`config.mk`:
```
export PLATFORM = sky130hd
export DESIGN_NAME = uart_rx_engine
export DESIGN_NICKNAME = d
export VERILOG_FILES = /design/src/rtl/s100_uart_pkg.sv /design/src/rtl/rx_fifo.sv /design/src/rtl/uart_rx_engine.sv
export SDC_FILE = /design/constraint.sdc
export NUM_CORES = 1
export LEC_CHECK = 0
export ABC_AREA = 1
export BUFFER_PORTS_ARGS = -buffer_cell sky130_fd_sc_hd__buf_2
export CORE_MARGIN = 2
export CORE_UTILIZATION = 47
export CTS_CLUSTER_DIAMETER = 40
export DETAILED_ROUTE_END_ITERATION = 8
export PLACE_DENSITY = 0.68
export REMOVE_ABC_BUFFERS = 1
export SYNTH_ARGS = -nofsm -noshare
export SYNTH_HDL_FRONTEND = slang
export SYNTH_HIERARCHICAL = 1
export SYNTH_SLANG_ARGS = --single-unit
```
`constraint.sdc`:
```
create_clock -name clk -period 1.55 [get_ports clk]
set_input_delay 0.155 -clock clk [delete_from_list [all_inputs] [get_ports clk]]
set_output_delay 0.155 -clock clk [all_outputs]
set_load 0.03 [all_outputs]
```
`src/rtl/s100_uart_pkg.sv`:
```
// Shared types and constants for the S-100 console UART receive path.
package s100_uart_pkg;

    localparam int UART_DEFAULT_DIVIDER = 208;
    localparam int UART_DATA_W          = 8;

    typedef enum logic [1:0] {
        IDLE  = 2'd0,
        START = 2'd1,
        DATA  = 2'd2,
        STOP  = 2'd3
    } rx_state_e;

endpackage

```
`src/rtl/rx_fifo.sv`:
```
// Circular-buffer receive FIFO with show-ahead head. A pop in the same cycle
// as a push on a full buffer frees the slot the push then fills.
module rx_fifo
    import s100_uart_pkg::*;
#(
    parameter int DEPTH = 4
) (
    input  logic                   clk,
    input  logic                   reset,
    input  logic                   push,
    input  logic [UART_DATA_W-1:0] push_data,
    input  logic                   pop,
    output logic [UART_DATA_W-1:0] head,
    output logic                   empty,
    output logic                   full
);

    localparam int AW = $clog2(DEPTH);

    logic [UART_DATA_W-1:0] mem [DEPTH];
    logic [AW-1:0]          wr_ptr;
    logic [AW-1:0]          rd_ptr;
    logic [AW:0]            count;
    logic                   do_push;
    logic                   do_pop;

    assign empty   = (count == '0);
    assign full    = (count == (AW+1)'(DEPTH));
    assign do_pop  = pop & ~empty;
    assign do_push = push & (~full | do_pop);
    assign head    = mem[rd_ptr];

    always_ff @(posedge clk) begin
        if (reset) begin
            wr_ptr <= '0;
            rd_ptr <= '0;
            count  <= '0;
            for (int i = 0; i < DEPTH; i++) begin
                mem[i] <= '0;
            end
        end else begin
            if (do_push) begin
                mem[wr_ptr] <= push_data;
                wr_ptr      <= wr_ptr + 1'b1;
            end
            if (do_pop) begin
                rd_ptr <= rd_ptr + 1'b1;
            end
            case ({do_push, do_pop})
                2'b10:   count <= count + 1'b1;
                2'b01:   count <= count - 1'b1;
                default: count <= count;
            endcase
        end
    end

endmodule

```
`src/rtl/uart_rx_engine.sv`:
```
// 8N1 serial receiver feeding the ACIA: single holding register by default,
// or a FIFO_DEPTH-entry FIFO when UART_RX_FIFO_EN is defined.
module uart_rx_engine
    import s100_uart_pkg::*;
#(
    parameter int DIVIDER    = UART_DEFAULT_DIVIDER,
    parameter int FIFO_DEPTH = 4
) (
    input  logic                   clk,
    input  logic                   reset,
    input  logic                   rx,
    input  logic                   rd,
    output logic [UART_DATA_W-1:0] data_out,
    output logic                   valid,
    output logic                   overrun,
    output logic                   frame_err
);

    localparam int CW = $clog2(DIVIDER);

    rx_state_e              state;
    logic                   rx_meta;
    logic                   rxs;
    logic                   rxs_d;
    logic [CW-1:0]          cnt;
    logic [2:0]             bit_idx;
    logic [UART_DATA_W-1:0] shift_reg;
    logic                   falling;
    logic                   sample;
    logic                   push;
    logic                   full;
    logic                   pop_ok;
    logic                   overrun_ev;
    logic                   ferr_ev;

    // Synchroniser idles high so reset never fabricates a start edge.
    always_ff @(posedge clk) begin
        if (reset) begin
            rx_meta <= 1'b1;
            rxs     <= 1'b1;
            rxs_d   <= 1'b1;
        end else begin
            rx_meta <= rx;
            rxs     <= rx_meta;
            rxs_d   <= rxs;
        end
    end

    assign falling = rxs_d & ~rxs;
    assign sample  = (cnt == '0);
    assign push    = (state == STOP) && sample;
    assign ferr_ev = push & ~rxs;

    always_ff @(posedge clk) begin
        if (reset) begin
            state     <= IDLE;
            cnt       <= '0;
            bit_idx   <= '0;
            shift_reg <= '0;
        end else begin
            case (state)
                IDLE: begin
                    if (falling) begin
                        cnt   <= CW'(DIVIDER/2 - 1);
                        state <= START;
                    end
                end
                START: begin
                    if (sample) begin
                        if (!rxs) begin
                            cnt     <= CW'(DIVIDER - 1);
                            bit_idx <= '0;
                            state   <= DATA;
                        end else begin
                            state <= IDLE;
                        end
                    end else begin
                        cnt <= cnt - 1'b1;
                    end
                end
                DATA: begin
                    if (sample) begin
                        shift_reg <= {rxs, shift_reg[UART_DATA_W-1:1]};
                        cnt       <= CW'(DIVIDER - 1);
                        if (bit_idx == 3'd7) begin
                            state <= STOP;
                        end else begin
                            bit_idx <= bit_idx + 1'b1;
                        end
                    end else begin
                        cnt <= cnt - 1'b1;
                    end
                end
                STOP: begin
                    if (sample) begin
                        state <= IDLE;
                    end else begin
                        cnt <= cnt - 1'b1;
                    end
                end
                default: state <= IDLE;
            endcase
        end
    end

`ifdef UART_RX_FIFO_EN
    logic fifo_empty;

    rx_fifo #(.DEPTH(FIFO_DEPTH)) u_fifo (
        .clk       (clk),
        .reset     (reset),
        .push      (push),
        .push_data (shift_reg),
        .pop       (rd),
        .head      (data_out),
        .empty     (fifo_empty),
        .full      (full)
    );

    assign valid = ~fifo_empty;
`else
    logic [UART_DATA_W-1:0] hold_reg;
    logic                   hold_full;

    // Depth-1 storage: a pop frees the register for a same-cycle push.
    always_ff @(posedge clk) begin
        if (reset) begin
            hold_reg  <= '0;
            hold_full <= 1'b0;
        end else begin
            if (push && (!hold_full || rd)) begin
                hold_reg  <= shift_reg;
                hold_full <= 1'b1;
            end else if (rd) begin
                hold_full <= 1'b0;
            end
        end
    end

    assign data_out = hold_reg;
    assign valid    = hold_full;
    assign full     = hold_full;
`endif

    assign pop_ok     = rd & valid;
    assign overrun_ev = push & full & ~rd;

    // Set events are applied after the pop clear so they win a tie.
    always_ff @(posedge clk) begin
        if (reset) begin
            overrun   <= 1'b0;
            frame_err <= 1'b0;
        end else begin
            if (pop_ok) begin
                overrun   <= 1'b0;
                frame_err <= 1'b0;
            end
            if (overrun_ev) begin
                overrun <= 1'b1;
            end
            if (ferr_ev) begin
                frame_err <= 1'b1;
            end
        end
    end

endmodule

```
==> flow_metrics.py, run 1 <==
metrics = {
    "logic_synthesis": {
        "synth_ff_type": "dfxtp_1",
        "synth_area_leaders": "dfxtp_1 (40%), nand2_1 (9.1%), nor2_1 (8.4%)",
        "syn_area_um2": 1740,
        "yosysUniqueCellTypes": 28,
        "synth_common_cells": "nand2_1 (42), nor2_1 (39), dfxtp_1 (35), a21oi_1 (21), inv_1 (20)",
        "synth_top_area_share_pct": 40.3,
        "synth_edf_count": 0,
        "synthArstFlopShare_pct": 0,
        "yosysTopAreaCell": "dfxtp_1",
        "yosysWarnings": 6,
        "post-synth-top-count-cell": "nand2_1",
        "syn_avg_cell_area_um2": 7.49,
        "netlist_instances": 232,
        "seq_area_frac_synth_pct": 40.3,
        "synth-seq-cells": 35,
    },
    "floorplanning": {
        "ioPinCount": 15,
        "die_h_um": 64.8,
        "num_rows": 22,
        "die_w_um": 64.8,
        "core_um2": 3610,
        "start_util_pct": 48.2,
        "dieArea_um2": 4200,
    },
    "critical_path": {
        "slowest_delay_ps": 330,
        "crit_path_end_kind": "flop",
        "cp_data_required_time_ps": 1750,
        "crit_fanout": 4,
        "path_cells": "ha_1 -> ha_1 -> nor2_2 -> a21oi_1 -> nor2_1 -> nand2_1 -> inv_2 -> nor2_1 -> nor3_1",
        "cpMaxStageDelayCell": "dfxtp_1",
        "startpoint_type": "flop",
        "critPathKind": "reg -> reg",
        "cp.arrival_ps": 1640,
        "r2r_setup_slack_ps": 110,
    },
    "drt": {
        "drtPass1Iterations": 4,
        "avgViaCountPerCell": 4.86,
        "vias": 1502,
        "ant_nets": 0,
        "postRouteWirelength_um": 3560,
        "drc": 0,
        "post_drt_wl_per_cell_um": 11.5,
        "drt-initial-drc-count": 76,
    },
    "grt": {
        "grt_usage_pct": 18.7,
        "grt_pass1_vias": 1382,
        "gr-total-overflow": 0,
        "grt_pass1_wl_um": 6110,
        "antenna_found_initial": 0,
        "grt_start_max_net_pins": 20,
    },
    "layout": {
        "post-route-cell-area_um2": 2090,
        "nets": 273,
        "areaGrowthSynthToFinish_pct": 20.2,
        "final_util_pct": 57.9,
        "insertedDiodeCount": 0,
        "drive_gt1_share_pct": 29.5,
    },
    "timing": {
        "period_minus_slack_ps": 1440,
        "worstMarginPinSlew_ps": 563,
        "setup_viol": 0,
        "drv_slew": 0,
        "finalHoldViolations": 0,
        "finalCritPeriodShare_pct": 92.9,
        "fmax_mhz": 694,
        "fin_skew_ps": 7.81,
        "relSlewSlack_pct": 62.5,
    },
    "cts": {
        "numCtsBuffers": 5,
        "h-tree-depth": 2,
        "cts_setup_buffers": 0,
        "cts_sinks": 35,
        "hold_buffers": 0,
        "clock_latency_ps": 280,
        "clk_pin_slew_ps": 70,
        "cts_tree": "yes",
        "clk_path_buf_depth": 2,
        "cts-root-buf": "clkbuf_8",
    },
    "hold_path": {
        "hold_class": "in -> reg",
    },
    "run": {
        "drv_cap": 0,
    },
    "placed_design": {
        "dpl_cell_area_um2": 1930,
        "dp_hpwl_um": 2640,
        "routabilityCongestion": 0.854,
        "portBuffers": 14,
    },
    "power_and_ir_drop": {
        "ir_drop_v": 0.00106,
        "power_density_nw_per_um2": 1800,
        "power_uw": 3750,
        "p_leak_uw": 0.000945,
    },
    "outcome": {
        "outcome": "completed",
    },
}
[critical path: cells and delay by family, from the launching register on]
family                   cells  cell delay [ps]
buffers and inverters        1               80
AO/OA/AOI/OAI                1               50
adder cells (fa/ha/maj)      2              390
flip-flops                   1              330
AND/OR/NAND/NOR              5              510
[power breakdown]
group | switching (uW) | internal (uW)
clock network | 298 | 348
registers | 134 | 1050
logic | 1150 | 761
total | 1590 | 2160
[metal layers]
| metal | part of all wire, % | vias up | global-route usage, % |
|---|---|---|---|
| met2 | 47 | 21 | 30.4 |
| met1 | 49 | 681 | 24.8 |
| met4 | 0.48 | 0 | 4.79 |
| li1 | - | 798 | - |
| met5 | 0 | - | 0 |
| met3 | 3.3 | 2 | 4.69 |
[what timing repair did]
| item | 4_1_cts | 5_1_grt |
|---|---|---|
| resized for setup | 2 | 22 |
| pin swaps | 0 | 3 |
| endpoints found under the hold margin | 0 | 0 |
| cloned | 0 | 0 |
| endpoints found under the setup margin | 6 | 29 |
[cell usage in the layout (no fill, tap or decap), types with 6 or more instances in the layout]
| cell type | instances |
|---|---|
| inv_1 | 15 |
| dfxtp_1 | 33 |
| buf_2 | 14 |
| o21ai_0 | 13 |
| nand2_1 | 42 |
| clkbuf_8 | 6 |
| nor2_1 | 36 |
| nand3_1 | 8 |
| buf_4 | 12 |
| inv_2 | 11 |
| a21oi_1 | 21 |
[logic make-up (layout without fill, tap and decap cells)]
group / Yosys count / after routing / synth area share [%]
fa+ha+maj: 8 / 8 / 5.76
flops: 35 / 35 / 40.3
compound gates: 46 / 46 / 14.8
xor+xnor: 1 / 1 / 0.504
simple gates: 110 / 110 / 30.3
buf+inv: 32 / 61 / 8.36
[worst paths after layout]
path / startpoint / end / cells past startpoint
worst min-delay path: rx / rx_meta$_SDFF_PP1_ / 2
worst max-delay path: bit_idx[0]$_SDFFE_PP0P_ / bit_idx[1]$_SDFFE_PP0P_ / 9
worst max register to register: bit_idx[0]$_SDFFE_PP0P_ / bit_idx[1]$_SDFFE_PP0P_ / 9
worst min register to register: rx_meta$_SDFF_PP1_ / rxs$_SDFF_PP1_ / 1
[final cells by class]
| cell class | instances | area (um2) |
|---|---|---|
| Clock buffer | 6 | 82.6 |
| Clock inverter | 1 | 5.00 |
| Timing Repair Buffer | 26 | 160 |
| Tap cell | 48 | 60.1 |
| Fill cell | 345 | 1520 |
| Inverter | 28 | 120 |
| Sequential cell | 35 | 706 |
| Multi-Input combinational cell | 165 | 953 |
[metrics by stage]
step	setup WS, ps	std cells	setup TNS (ps)	hold WS (ps)
2_1_floorplan	-35.5	228	-35.5	217
3_3_place_gp	-18.0	302	-18.0	337
3_5_place_dp	-16.9	302	-16.9	341
4_1_cts	7.95	309	0	50.7
5_1_grt	-10.5	309	-35.8	52.9
6_report	110	309	0	62.0
Note: power is estimated with default switching activity, not from simulation.
==> run 2, diff against run 1 <==
==> constraint.sdc (replaced) <==
create_clock -name clk -period 1.55 [get_ports clk]
set_input_delay 0.31 -clock clk [delete_from_list [all_inputs] [get_ports clk]]
set_output_delay 0.31 -clock clk [all_outputs]
set_load 0.03 [all_outputs]
==> run 2 against run 1 <==
Effect of this change: clock power increased by 26%; global-route usage down 0.97 points; worst hold slack improved by 150 ps; non-clock buffer count increased by 5; sequential cell count did not move; power is 6.9% higher; register-to-register slack got worse by 30 ps; combinational power up 5%; cell area up 4.5%; largest power group unchanged; highest routed layer unchanged.
==> flow_metrics.py, run 2 (synthesized netlist as in run 1, its figures left out) <==
metrics = {
    "outcome": {
        "outcome": "completed",
    },
    "placed_design": {
        "dp_hpwl_um": 2450,
        "routabilityCongestion": 0.879,
        "portBuffers": 14,
    },
    "timing": {
        "fin_skew_ps": 5.59,
        "finalCritPeriodShare_pct": 94.5,
        "setup_viol": 0,
        "period_minus_slack_ps": 1470,
        "relSlewSlack_pct": 75.7,
        "finalHoldViolations": 0,
        "drv_slew": 0,
        "fin_hold_ws_ps": 215,
        "worstMarginPinSlew_ps": 362,
        "tns_ps": 0,
        "fmax_mhz": 682,
    },
    "cts": {
        "cts_tree": "yes",
        "cts_sinks": 35,
        "clk_path_buf_depth": 2,
        "clk_pin_slew_ps": 70,
        "cts-root-buf": "clkbuf_8",
        "numCtsBuffers": 5,
        "h-tree-depth": 2,
        "clock_latency_ps": 290,
    },
    "grt": {
        "grt_use_met2_pct": 28.5,
        "antenna_found_initial": 0,
        "grt_util_met1_pct": 22.8,
        "gr-total-overflow": 0,
        "grt_usage_pct": 17.8,
        "gr-max-usage-layer": "met2",
        "grt_pass1_vias": 1356,
        "grt_start_max_net_pins": 20,
        "grt_pass1_wl_um": 5840,
        "use_met3_pct": 5.21,
    },
    "layout": {
        "layout_commonest_cell": "nand2_1",
        "nets": 279,
        "layout_common_cells": "nand2_1 (41), nor2_1 (36), dfxtp_1 (32)",
        "areaGrowthSynthToFinish_pct": 25.6,
        "fillCellCount": 335,
        "insertedDiodeCount": 0,
        "ff_latch_area_um2": 709,
        "multiInputGateArea_um2": 975,
        "drive_gt1_share_pct": 32.5,
    },
    "power_and_ir_drop": {
        "pwr-share-clk_pct": 20.3,
        "swShare_pct": 40.2,
        "p_comb_share_pct": 50.1,
        "power_uw": 4000,
        "seq_power_share_pct": 29.6,
        "p_leak_uw": 0.000986,
        "power.switching_uw": 1610,
        "p_int_uw": 2390,
        "ir_drop_v": 0.00120,
        "power_density_nw_per_um2": 1840,
    },
    "drt": {
        "drt-initial-drc-count": 84,
        "drc": 0,
        "postRouteWirelength_um": 3570,
        "drtPass1Iterations": 4,
        "vias": 1535,
        "ant_nets": 0,
        "avgViaCountPerCell": 4.86,
        "post_drt_wl_per_cell_um": 11.3,
    },
    "critical_path": {
        "critPathKind": "reg -> reg",
        "crit_fanout": 8,
        "startpoint_type": "flop",
        "crit_path_end_kind": "flop",
        "cp.arrival_ps": 1690,
        "cp_data_required_time_ps": 1770,
    },
    "floorplanning": {
        "ioPinCount": 15,
        "die_h_um": 64.8,
        "num_rows": 22,
        "core_um2": 3610,
        "start_util_pct": 48.2,
        "die_w_um": 64.8,
        "dieArea_um2": 4200,
    },
    "run": {
        "drv_cap": 0,
    },
    "hold_path": {
        "hold_class": "in -> reg",
    },
}
==> run 2: cell type report <==
class,instances,share of cell area (%)
Multi-Input combinational cell,166,44.7
Sequential cell,35,32.5
Timing Repair Buffer,31,9.24
Inverter,28,5.62
Clock buffer,5,3.16
Tap cell,48,2.75
Clock inverter,3,2.01
==> run 2: through the flow <==
| step | instances | area (um2) | setup WS, ps | util [%] |
|---|---|---|---|---|
| global placement | 305 | 1950 | -31.5 | 54.2 |
| global route | 316 | 2180 | -20.1 | 60.5 |
| finish | 316 | 2180 | 84.6 | 60.5 |
| CTS | 313 | 2070 | 17.6 | 57.4 |
| detailed placement | 305 | 1950 | -15.9 | 54.2 |
| floorplan | 228 | 1710 | -35.5 | - |
==> run 2: routing by layer <==
metal  up-vias  routed length, um
li1        813                  -
met5         -                  0
met1       694               1750
met4         0                 65
met2        22               1630
met3         6                118
==> run 2: power groups by stage <==
stage / combinational (uW) / clock (uW) / sequential, uW
floorplan: 1270 / 0 / 1160
global placement: 1780 / 0 / 1180
detailed placement: 1800 / 0 / 1180
CTS: 1810 / 840 / 1160
global route: 2230 / 886 / 1200
finish: 2010 / 812 / 1190
==> run 2: path summary, 6_finish.rpt <==
path / cells after the start / slack [ps] / from / endpoint
max: 11 / 80 / cnt[1]$_SDFFE_PP0P_ / data_out[5]$_SDFFE_PP0P_
min: 2 / 210 / rx / rx_meta$_SDFF_PP1_
max reg2reg: 11 / 80 / cnt[1]$_SDFFE_PP0P_ / data_out[5]$_SDFFE_PP0P_
min reg2reg: 1 / 410 / rx_meta$_SDFF_PP1_ / rxs$_SDFF_PP1_
==> run 2: critical path, cell delays in order, from the launching register on <==
cell and delay, ps:
dfxtp_2 320, inv_1 100, ha_4 160, buf_6 100
nand3_4 80, nor2_4 150, nand2_4 90, inv_6 100
nand2_8 70, clkinv_8 70, nand2_1 50, a21oi_1 110
==> run 2: repair_timing <==
item,4_1_cts,5_1_grt
setup endpoints to repair,2,24
pin swaps,0,2
cloned,0,1
setup buffers,0,2
hold buffers,0,0
resized for setup,1,27
